===== src/rtl/dvi_video_timing_tx.sv =====
// CH7301C DVI transmit timing: H/V/DE generation with 555 pixels packed into two registered
// 12-bit halves (IDF=3) for a board-level ODDR wrapper. i_clk is the pixel clock.
module dvi_video_timing_tx #(
  parameter int unsigned H_VISIBLE     = 1024,
  parameter int unsigned H_FRONT       = 24,
  parameter int unsigned H_SYNC        = 136,
  parameter int unsigned H_BACK        = 160,
  parameter int unsigned V_VISIBLE     = 768,
  parameter int unsigned V_FRONT       = 3,
  parameter int unsigned V_SYNC        = 6,
  parameter int unsigned V_BACK        = 29,
  parameter bit          SYNC_POLARITY = 1'b0
) (
  input  logic        i_clk,
  input  logic        i_rst,
  input  logic [14:0] i_pixel_data,
  input  logic        i_pixel_valid,
  output logic        o_pixel_ready,
  input  logic        i_underflow_clear,
  output logic        o_underflow,
  output logic        o_frame_start,
  output logic [11:0] o_dvi_data_rise,
  output logic [11:0] o_dvi_data_fall,
  output logic        o_dvi_de,
  output logic        o_dvi_h,
  output logic        o_dvi_v
);

  localparam int unsigned HT = H_SYNC + H_BACK + H_VISIBLE + H_FRONT;
  localparam int unsigned VT = V_SYNC + V_BACK + V_VISIBLE + V_FRONT;
  localparam int unsigned HW = $clog2(HT);
  localparam int unsigned VW = $clog2(VT);

  // Window bounds held as inclusive last indices so they always fit the counter width.
  localparam logic [HW-1:0] H_LAST      = HW'(HT - 1);
  localparam logic [HW-1:0] H_SYNC_LAST = HW'(H_SYNC - 1);
  localparam logic [HW-1:0] H_VIS_FIRST = HW'(H_SYNC + H_BACK);
  localparam logic [HW-1:0] H_VIS_LAST  = HW'(H_SYNC + H_BACK + H_VISIBLE - 1);
  localparam logic [VW-1:0] V_LAST      = VW'(VT - 1);
  localparam logic [VW-1:0] V_SYNC_LAST = VW'(V_SYNC - 1);
  localparam logic [VW-1:0] V_VIS_FIRST = VW'(V_SYNC + V_BACK);
  localparam logic [VW-1:0] V_VIS_LAST  = VW'(V_SYNC + V_BACK + V_VISIBLE - 1);

  logic [HW-1:0] r_hcnt;
  logic [VW-1:0] r_vcnt;

  logic w_v_sync_row;
  logic w_v_vis_row;
  logic w_h_sync;
  logic w_h_vis;
  logic w_de;
  logic w_hs;
  logic w_fs;

  logic        r_de;
  logic        r_h;
  logic        r_v;
  logic        r_fs;
  logic        r_underflow;
  logic [11:0] r_rise;
  logic [11:0] r_fall;

  always_ff @(posedge i_clk or posedge i_rst) begin
    if (i_rst) begin
      r_hcnt <= '0;
      r_vcnt <= '0;
    end else if (r_hcnt == H_LAST) begin
      r_hcnt <= '0;
      r_vcnt <= (r_vcnt == V_LAST) ? '0 : r_vcnt + VW'(1);
    end else begin
      r_hcnt <= r_hcnt + HW'(1);
    end
  end

  // Hsync only in visible rows keeps H, V and DE mutually exclusive.
  always_comb begin
    w_v_sync_row = (r_vcnt <= V_SYNC_LAST);
    w_v_vis_row  = (r_vcnt >= V_VIS_FIRST) && (r_vcnt <= V_VIS_LAST);
    w_h_sync     = (r_hcnt <= H_SYNC_LAST);
    w_h_vis      = (r_hcnt >= H_VIS_FIRST) && (r_hcnt <= H_VIS_LAST);
    w_de         = w_v_vis_row && w_h_vis;
    w_hs         = w_v_vis_row && w_h_sync;
    w_fs         = (r_hcnt == '0) && (r_vcnt == '0);
  end

  assign o_pixel_ready = w_de;

  always_ff @(posedge i_clk or posedge i_rst) begin
    if (i_rst) begin
      r_de        <= 1'b0;
      r_h         <= !SYNC_POLARITY;
      r_v         <= !SYNC_POLARITY;
      r_fs        <= 1'b0;
      r_underflow <= 1'b0;
      r_rise      <= '0;
      r_fall      <= '0;
    end else begin
      r_de <= w_de;
      r_h  <= w_hs ? SYNC_POLARITY : !SYNC_POLARITY;
      r_v  <= w_v_sync_row ? SYNC_POLARITY : !SYNC_POLARITY;
      r_fs <= w_fs;
      // A missing pixel in the visible window goes out as black; timing never stalls.
      if (w_de && i_pixel_valid) begin
        r_rise <= {1'b0, i_pixel_data[14:10], i_pixel_data[9:8], 4'b0000};
        r_fall <= {i_pixel_data[7:5], i_pixel_data[4:0], 4'b0000};
      end else begin
        r_rise <= '0;
        r_fall <= '0;
      end
      if (i_underflow_clear) begin
        r_underflow <= 1'b0;
      end else if (w_de && !i_pixel_valid) begin
        r_underflow <= 1'b1;
      end
    end
  end

  assign o_dvi_de        = r_de;
  assign o_dvi_h         = r_h;
  assign o_dvi_v         = r_v;
  assign o_frame_start   = r_fs;
  assign o_underflow     = r_underflow;
  assign o_dvi_data_rise = r_rise;
  assign o_dvi_data_fall = r_fall;

endmodule

===== config.mk =====
export PLATFORM = sky130hd
export DESIGN_NAME = dvi_video_timing_tx
export DESIGN_NICKNAME = d
export VERILOG_FILES = /design/src/rtl/dvi_video_timing_tx.sv
export SDC_FILE = /design/constraint.sdc
export NUM_CORES = 1
export LEC_CHECK = 0
export BUFFER_PORTS_ARGS = -buffer_cell sky130_fd_sc_hd__buf_2
export CAP_MARGIN = 5
export CELL_PAD_IN_SITES_DETAIL_PLACEMENT = 2
export CELL_PAD_IN_SITES_GLOBAL_PLACEMENT = 2
export CORE_UTILIZATION = 33
export DETAILED_ROUTE_END_ITERATION = 12
export PLACE_DENSITY_LB_ADDON = 0.25
export SLEW_MARGIN = 5
export SYNTH_ARGS = -nofsm -noshare
export SYNTH_HDL_FRONTEND = slang
export SYNTH_SLANG_ARGS = --single-unit
export TNS_END_PERCENT = 50

===== constraint.sdc =====
create_clock -name i_clk -period 2.59 [get_ports i_clk]
set_input_delay 0.3885 -clock i_clk [delete_from_list [all_inputs] [get_ports i_clk]]
set_output_delay 0.3885 -clock i_clk [all_outputs]
set_load 0.03 [all_outputs]

Yosys cells after proc, flatten, opt, wreduce, memory -nomap -nowiden --
Index checks and enable logic that the tools add are counted.
Operators by class: add/sub/neg operators 2, mux-type cells 8, $lt $le $gt $ge 6, reduce and logical (&&, ||, !) cells 11, equality and inequality tests 2
Operators with widths (number):
- 11-bit 2-to-1 mux | 2
- 12-bit 2-to-1 mux | 1
- 11-bit by 1-bit adder with 11-bit output, second input constant | 1
- 11-bit == test, second input constant | 1
- 11-bit by 9-bit greater-or-equal comparator with 1-bit output, second input constant | 1
- 11-bit less-or-equal comparator, second input constant | 1
- 11-bit by 8-bit less-or-equal comparator with 1-bit output, second input constant | 1
- 11-bit logical NOT | 1
- 10-bit by 1-bit adder with 10-bit output, second input constant | 1
- 10-bit == test, second input constant | 1
- 10-bit by 6-bit greater-or-equal comparator with 1-bit output, second input constant | 1
- 10-bit less-or-equal comparator, second input constant | 1
- 10-bit by 3-bit less-or-equal comparator with 1-bit output, second input constant | 1
- 10-bit logical NOT | 1
- 10-bit 2-to-1 mux | 1
- 1-bit logical AND | 7
- 1-bit 2-to-1 mux | 4
- 2-bit nonzero test | 1
- 1-bit logical NOT | 1
Word-level totals: logic and storage cells 38, flip-flop bits (word level) 50

Longest topological paths before layout --
Gate-level depths: netlist (run 1).
depth after elaboration 6, gate-level depth with buffers 7

Least setup slack after synthesis (run 1) --
Ideal clock, no wire load.
path kind reg2out, start point reg r_vcnt[6], end point out o_pixel_ready, slack 209 ps, stages on the path, launching flop included 7, data required time 2202 ps, data arrival time 1992 ps, path buffers 2, cell sequence dfrtp_1 -> buf_6 -> or4_4 -> nor3_4 -> o311ai_4 -> buf_6 -> nor2_1
Between the ends: word-level cells in the longest chain between the ends 3, elaborated cells on any way between the ends 4
Ends and longest elaborated chain:
- start: declaration | line 45 | logic [VW-1:0] r_vcnt;
- start signal: assignment | line 69 | r_vcnt <= (r_vcnt == V_LAST) ? '0 : r_vcnt + VW'(1);
- 10-bit by 6-bit greater-or-equal comparator with 1-bit output / 10-bit less-or-equal comparator (equally long branches) | line 78 | w_v_vis_row = (r_vcnt >= V_VIS_FIRST) && (r_vcnt <= V_VIS_LAST);
- 1-bit logical AND * | line 78
- 1-bit logical AND * | line 81 | w_de = w_v_vis_row && w_h_vis;
- end: declaration | line 18 | output logic o_pixel_ready,
Mark *: on every way between the ends. The rest lies on a longest branch, timed or not.

Worst setup path in the final report (run 1) --
start point reg r_vcnt[7], end point out o_pixel_ready
The elaborated chain is that of the path after synthesis.

==> impl_metrics.yaml, run 1 <==
critical_path:
  cp_top_family: "simple AND/OR/NAND/NOR gates"
  worstPathArrival_ns: 2.05
  cp.buffers_inverters: 1
  cp-start-kind: "flip-flop"
  critPathRequiredTime_ns: 2.20
  cpMaxStageDelayCell: "or4_4"
  path_cells: "or4_4 -> nor3_4 -> o311ai_4 -> nor2_1 -> buf_2"
  cp_max_fo: 6
  worstSetupEndpointType: "primary output"
  critPathKind: "flip-flop to primary output"
  cpPeakStageDelay_ns: 0.59
global_route:
  grt_max_degree: 42
  grt_usage: 0.1706
  grt_pass1_wl_um: 9535
  grt_pass1_vias: 1848
  grt_overflow_total: 0
  antenna_found_initial: 0
synthesis:
  synth_top_area_share: 0.4432
  synthTopCellsByArea: "dfrtp_1, nor3_2, ha_1"
  syn_area_um2: 2202
  synth_top_area_cell: "dfrtp_1"
  synth_warnings: 0
  synth.yosys.seq_area_share: 0.4670
  synth-seq-cells: 41
  synth_flop_cell: "dfrtp_1"
  async_flop_share: 1.000
  syn_area_per_cell_um2: 10.01
  synthCells: 220
  synth.distinct_cells: 50
  synth_edf_count: 0
die:
  coreArea_um2: 6386
  die_height_um: 83.69
  die-area_um2: 7004
  fp-row-count: 29
  die_w_um: 83.69
  initial_core_util: 0.3448
  io_pins: 49
power_and_ir_drop:
  clkPwrFrac: 0.371
  p_leak_nw: 1.190
  power.internal_mw: 0.8400
  power.switching_mw: 0.2662
  power_density_nw_per_um2: 441.2
  pwr-share-comb: 0.051
  peakVddDrop_mv: 0.1973
  switching_share: 0.2406
  p_seq_frac: 0.578
route:
  ant_nets: 0
  routed_wl_um: 5512
  remaining_drc_errors: 0
  num_vias: 1746
  viasPerCell: 5.181
  firstDrtPassIters: 4
  avgRoutedWirePerCell_um: 16.36
  drtIter0Drc: 55
clock_tree:
  cts_tree: "yes"
  path_clk_slew_ns: 0.08
  clock_sinks: 41
  clk-insertion-delay-late_ns: 0.29
  numCtsBuffers: 5
  clockBufferDepth: 2
  cts-htree-levels: 2
  cts-root-buf: "clkbuf_8"
sta:
  setup_tns_ns: 0
  finalSetupViolCount: 0
  max_slew_margin: 0.6380
  skew_ns: 0.007394
  fin_crit_ns: 2.437
  fin_crit_sh: 0.9409
  maxSlewViolCount: 0
  fmax_mhz: 410.4
  worst_slew_pin_slew_ns: 0.5430
  hold_viol: 0
  grt_setup_unrepaired: "false"
placed_design:
  port_buffers: 39
  hpwl_um: 4035
  place_congestion: 0.7606
flow_run:
  cap_violations: 0
layout:
  drive_gt1_frac: 0.2731
  final_cell_mix: "buf_2, dfrtp_1, nand2_1"
  nNetsFinal: 285
  post-route-util: 0.3926
  areaGrowthSynthToFinish_pct: 13.86
  antenna_cells: 0
status:
  outcome: "complete, no violations"
hold_path:
  hp-class: "primary input to async pin"
## state kept, by name, indices dropped and copies added, names as in the netlist
| register | cells |
|---|---|
| r_hcnt | 11 |
| r_vcnt | 10 |
| o_dvi_data_fall | 8 |
| o_dvi_data_rise | 7 |
| o_dvi_de | 1 |
| o_dvi_h | 1 |
| o_dvi_v | 1 |
| o_frame_start | 1 |
| o_underflow | 1 |
## path summary, 6_finish.rpt
kind,startpoint,endpoint,slack (ns),depth (start not counted)
setup / recovery,r_vcnt[7],o_pixel_ready,0.15,5
setup reg to reg,r_hcnt[0],r_vcnt[7],0.58,5
hold reg to reg,r_hcnt[0],r_hcnt[0],0.50,1
max in group asynchronous,i_rst,o_dvi_v,1.99,3
min in group i_clk,i_underflow_clear,o_underflow,0.29,2
hold / removal,i_rst,r_vcnt[6],0.23,3
## Yosys cell counts, drive strengths merged, types with 2 or more instances
cell type,instances
a32o,2
or3,3
buf,16
nand4,3
and2,2
o21ai,10
nand2b,2
nand2,23
dfstp,2
nor2,12
clkbuf,5
or4,2
xnor2,3
nor4,6
ha,7
xor2,4
a21o,2
o2bb2ai,2
inv,8
nor3,26
mux2,2
dfrtp,39
o31ai,2
nand3,9
a21oi,4
and3,6
## routing by layer
metal / vias up / routed length, um / part of all wire / GRT usage
met5: - / 0 / 0 / 0
met4: 0 / 66 / 0.012 / 0.04160
met3: 8 / 250 / 0.045 / 0.03759
met2: 45 / 2512 / 0.46 / 0.2690
met1: 855 / 2682 / 0.49 / 0.2384
li1: 838 / - / - / -
## power groups by stage
stage	logic, mW	registers, mW	clock network (mW)
after floorplan	0.0466	0.652	0
after global placement	0.0567	0.652	0
after global routing	0.0625	0.640	0.455
final	0.0562	0.640	0.410
after CTS	0.0577	0.640	0.432
after detailed placement	0.0575	0.652	0
## final cells by class
type | count | area, um^2
timing repair buffer | 45 | 240.2
clock inverter | 2 | 10.01
sequential | 41 | 1028
clock buffer | 6 | 72.57
inverter | 8 | 30.03
fill | 728 | 3879
tap | 77 | 96.34
multi-input combinational | 158 | 1030
## cell families after synthesis
family,count (synthesis),share of synthesized area
compound gates,31,0.1068
xor+xnor,7,0.02784
fa+ha+maj,7,0.03977
buf+inv,29,0.07897
flops,41,0.4670
mux,2,0.01023
other cells,1,0.001703
simple gates,102,0.2676
## worst register-to-register path, stage by stage (launching register included)
cell and delay, ns:
dfrtp_1 0.40, ha_1 0.28, and3_1 0.27, nand4b_1 0.33, or3_1 0.48, xnor2_1 0.13
## through the flow
step	setup WS [ns]	power (mW)	area [um^2]	instances	hold WS, ns
final	0.1531	1.106	2507	337	0.2274
after global routing	0.02650	1.157	2507	337	0.2618
after CTS	0.1272	1.130	2507	337	0.2409
after detailed placement	0.4713	0.7097	2425	329	0.4978
after global placement	0.5217	0.7090	2425	329	0.4817
after floorplan	0.2094	0.6989	2232	228	0.4666
## what timing repair did
item,in CTS,in global routing
hold buffers,0,0
endpoints found under the setup margin,0,1
gates resized for setup,0,1
setup buffers,0,0
No activity file was read; power rests on OpenSTA's default activity.
==> run 2, diff against run 1 <==
--- a/config.mk
+++ b/config.mk
@@ -11,7 +11,7 @@
 export CELL_PAD_IN_SITES_GLOBAL_PLACEMENT = 2
 export CORE_UTILIZATION = 33
 export DETAILED_ROUTE_END_ITERATION = 12
-export PLACE_DENSITY_LB_ADDON = 0.25
+export PLACE_DENSITY_LB_ADDON = 0.1
 export SLEW_MARGIN = 5
 export SYNTH_ARGS = -nofsm -noshare
 export SYNTH_HDL_FRONTEND = slang
==> run 2 against run 1 <==
Compared with the run above: design area increased by 2.0%; sequential power hardly changed; worst hold slack lost 0.017 ns; worst setup slack lost 0.028 ns; clock-buffer cell count decreased by 1; critical path depth is the same; clock power increased by 54%; non-clock buffer count is the same; fmax fell by 1.1%; critical endpoint unchanged; largest power group unchanged.
==> impl_metrics.yaml, run 2 (synthesis results as in run 1) <==
status:
  outcome: "complete, no violations"
placed_design:
  hpwl_um: 4101
  dpl_worst_slack_ns: 0.4565
  port_buffers: 39
  place_congestion: 0.7744
  dpl.cell_count: 329
die:
  initial_core_util: 0.3448
  fp-row-count: 29
  io_pins: 49
  die_height_um: 83.69
  die_w_um: 83.69
  die-area_um2: 7004
  coreArea_um2: 6386
route:
  viasPerCell: 5.267
  avgRoutedWirePerCell_um: 17.32
  ant_nets: 0
  firstDrtPassIters: 4
  drtIter0Drc: 73
  remaining_drc_errors: 0
  num_vias: 1775
  routed_wl_um: 5836
global_route:
  grt_max_degree: 42
  grt_overflow_total: 0
  grt_usage: 0.1774
  grt_pass1_vias: 1859
  antenna_found_initial: 0
  grt_pass1_wl_um: 9770
clock_tree:
  path_clk_slew_ns: 0.08
  clock_sinks: 41
  clk-insertion-delay-late_ns: 0.30
  cts_tree: "yes"
  cts_hold_buf: 0
  cts-htree-levels: 2
  cts-root-buf: "clkbuf_8"
  clockBufferDepth: 2
  numCtsBuffers: 5
critical_path:
  cp-endpoint: "o_pixel_ready"
  reg2reg_slack_ns: 0.57
  cpMaxStageDelayCell: "or4_4"
  setup.worst_path.start: "r_vcnt[7]"
  cp-start-kind: "flip-flop"
  worstSetupEndpointType: "primary output"
  path_cells: "or4_4 -> nor3_4 -> o311ai_4 -> nor2_1 -> buf_2"
  cp_max_fo: 6
  cpPeakStageDelay_ns: 0.58
  cp.depth: 5
  worstPathArrival_ns: 2.08
  cp.buffers_inverters: 1
  cp_top_family: "simple AND/OR/NAND/NOR gates"
  critPathKind: "flip-flop to primary output"
  reg2regPathDepth: 5
  rr_endpoint: "r_vcnt[4]"
  critPathRequiredTime_ns: 2.20
  rr_startpoint: "r_hcnt[0]"
power_and_ir_drop:
  power_density_nw_per_um2: 518.2
  p_total_mw: 1.326
  peakVddDrop_mv: 0.3011
  p_leak_nw: 1.212
sta:
  max_slew_margin: 0.6463
  fin_crit_sh: 0.9515
  fmax_mhz: 405.8
  grt_setup_unrepaired: "false"
  skew_ns: 0.004423
  setup_tns_ns: 0
  setup_ws_ns: 0.1255
  fin_crit_ns: 2.465
  maxSlewViolCount: 0
  hold_viol: 0
  worst_slew_pin_slew_ns: 0.5306
  finalSetupViolCount: 0
layout:
  multiInputGateArea_um2: 1030
  drive_gt1_frac: 0.2769
  largest_reg_flops: 11
  final_cell_mix: "buf_2, dfrtp_1, nand2_1"
  regMostFlops: "r_hcnt"
  post-route-util: 0.4007
  nFillCells: 721
  areaGrowthSynthToFinish_pct: 16.19
  nNetsFinal: 285
  stdcell_count: 337
  antenna_cells: 0
  regArea_um2: 1028
hold_path:
  hp-class: "primary input to async pin"
flow_run:
  cap_violations: 0
[run 2: cell types whose count changed in the layout (fill, tap and decap cells not counted), sizes merged]
cell and change:
clkbuf -1, bufinv +2, clkinv -1
[run 2: stage by stage]
step,cell area (um^2),hold WS (ns)
final,2559,0.2106
after global routing,2559,0.2546
after CTS,2559,0.2317
after detailed placement,2425,0.5026
after global placement,2425,0.4934
after floorplan,2232,0.4666
[run 2: final cells by class]
class | count | area share
Clock buffer | 5 | 0.02689
Clock inverter | 3 | 0.02543
Inverter | 8 | 0.01174
Multi-Input combinational cell | 158 | 0.4024
Sequential cell | 41 | 0.4020
Tap cell | 77 | 0.03765
Timing Repair Buffer | 45 | 0.09389
[run 2: layer usage]
metal / track usage / share of wire / up-vias
met4: 0.04931 / 0.0074 / 0
met5: 0 / 0 / -
met2: 0.2890 / 0.47 / 42
li1: - / - / 838
met1: 0.2370 / 0.48 / 891
met3: 0.03956 / 0.040 / 4
[run 2: timing repair]
action                     in CTS  in global routing
setup buffers                   0                  0
setup endpoints to repair       0                  1
gates resized for setup         0                  1
[run 2: how the worst min path moves through the flow]
stage	from	to	slack [ns]	cells past startpoint
4_1_cts	i_rst	o_dvi_data_rise[9]	0.23	3
6_report	i_rst	o_dvi_data_rise[9]	0.21	3
5_1_grt	i_rst	o_dvi_data_rise[9]	0.25	3
3_5_place_dp	r_hcnt[0]	r_hcnt[0]	0.50	1
2_1_floorplan	r_hcnt[0]	r_hcnt[0]	0.47	1
3_3_place_gp	r_hcnt[0]	r_hcnt[0]	0.49	1
[run 2: power by group]
part                   switching, mW  leakage [nW]  internal (mW)
logic                         0.0420         0.592         0.0133
registers      0.0000000000000000172         0.551          0.640
clock network                  0.248        0.0681          0.383
total                          0.290          1.21           1.04
[run 2: worst register-to-register path, delay by kind of cell, from the launching register on]
family	cells	cell delay, ns
AOI/OAI and AO/OA	1	0.29
and+or+nand+nor	3	0.93
DFF	1	0.42
adders and majority gates	1	0.29
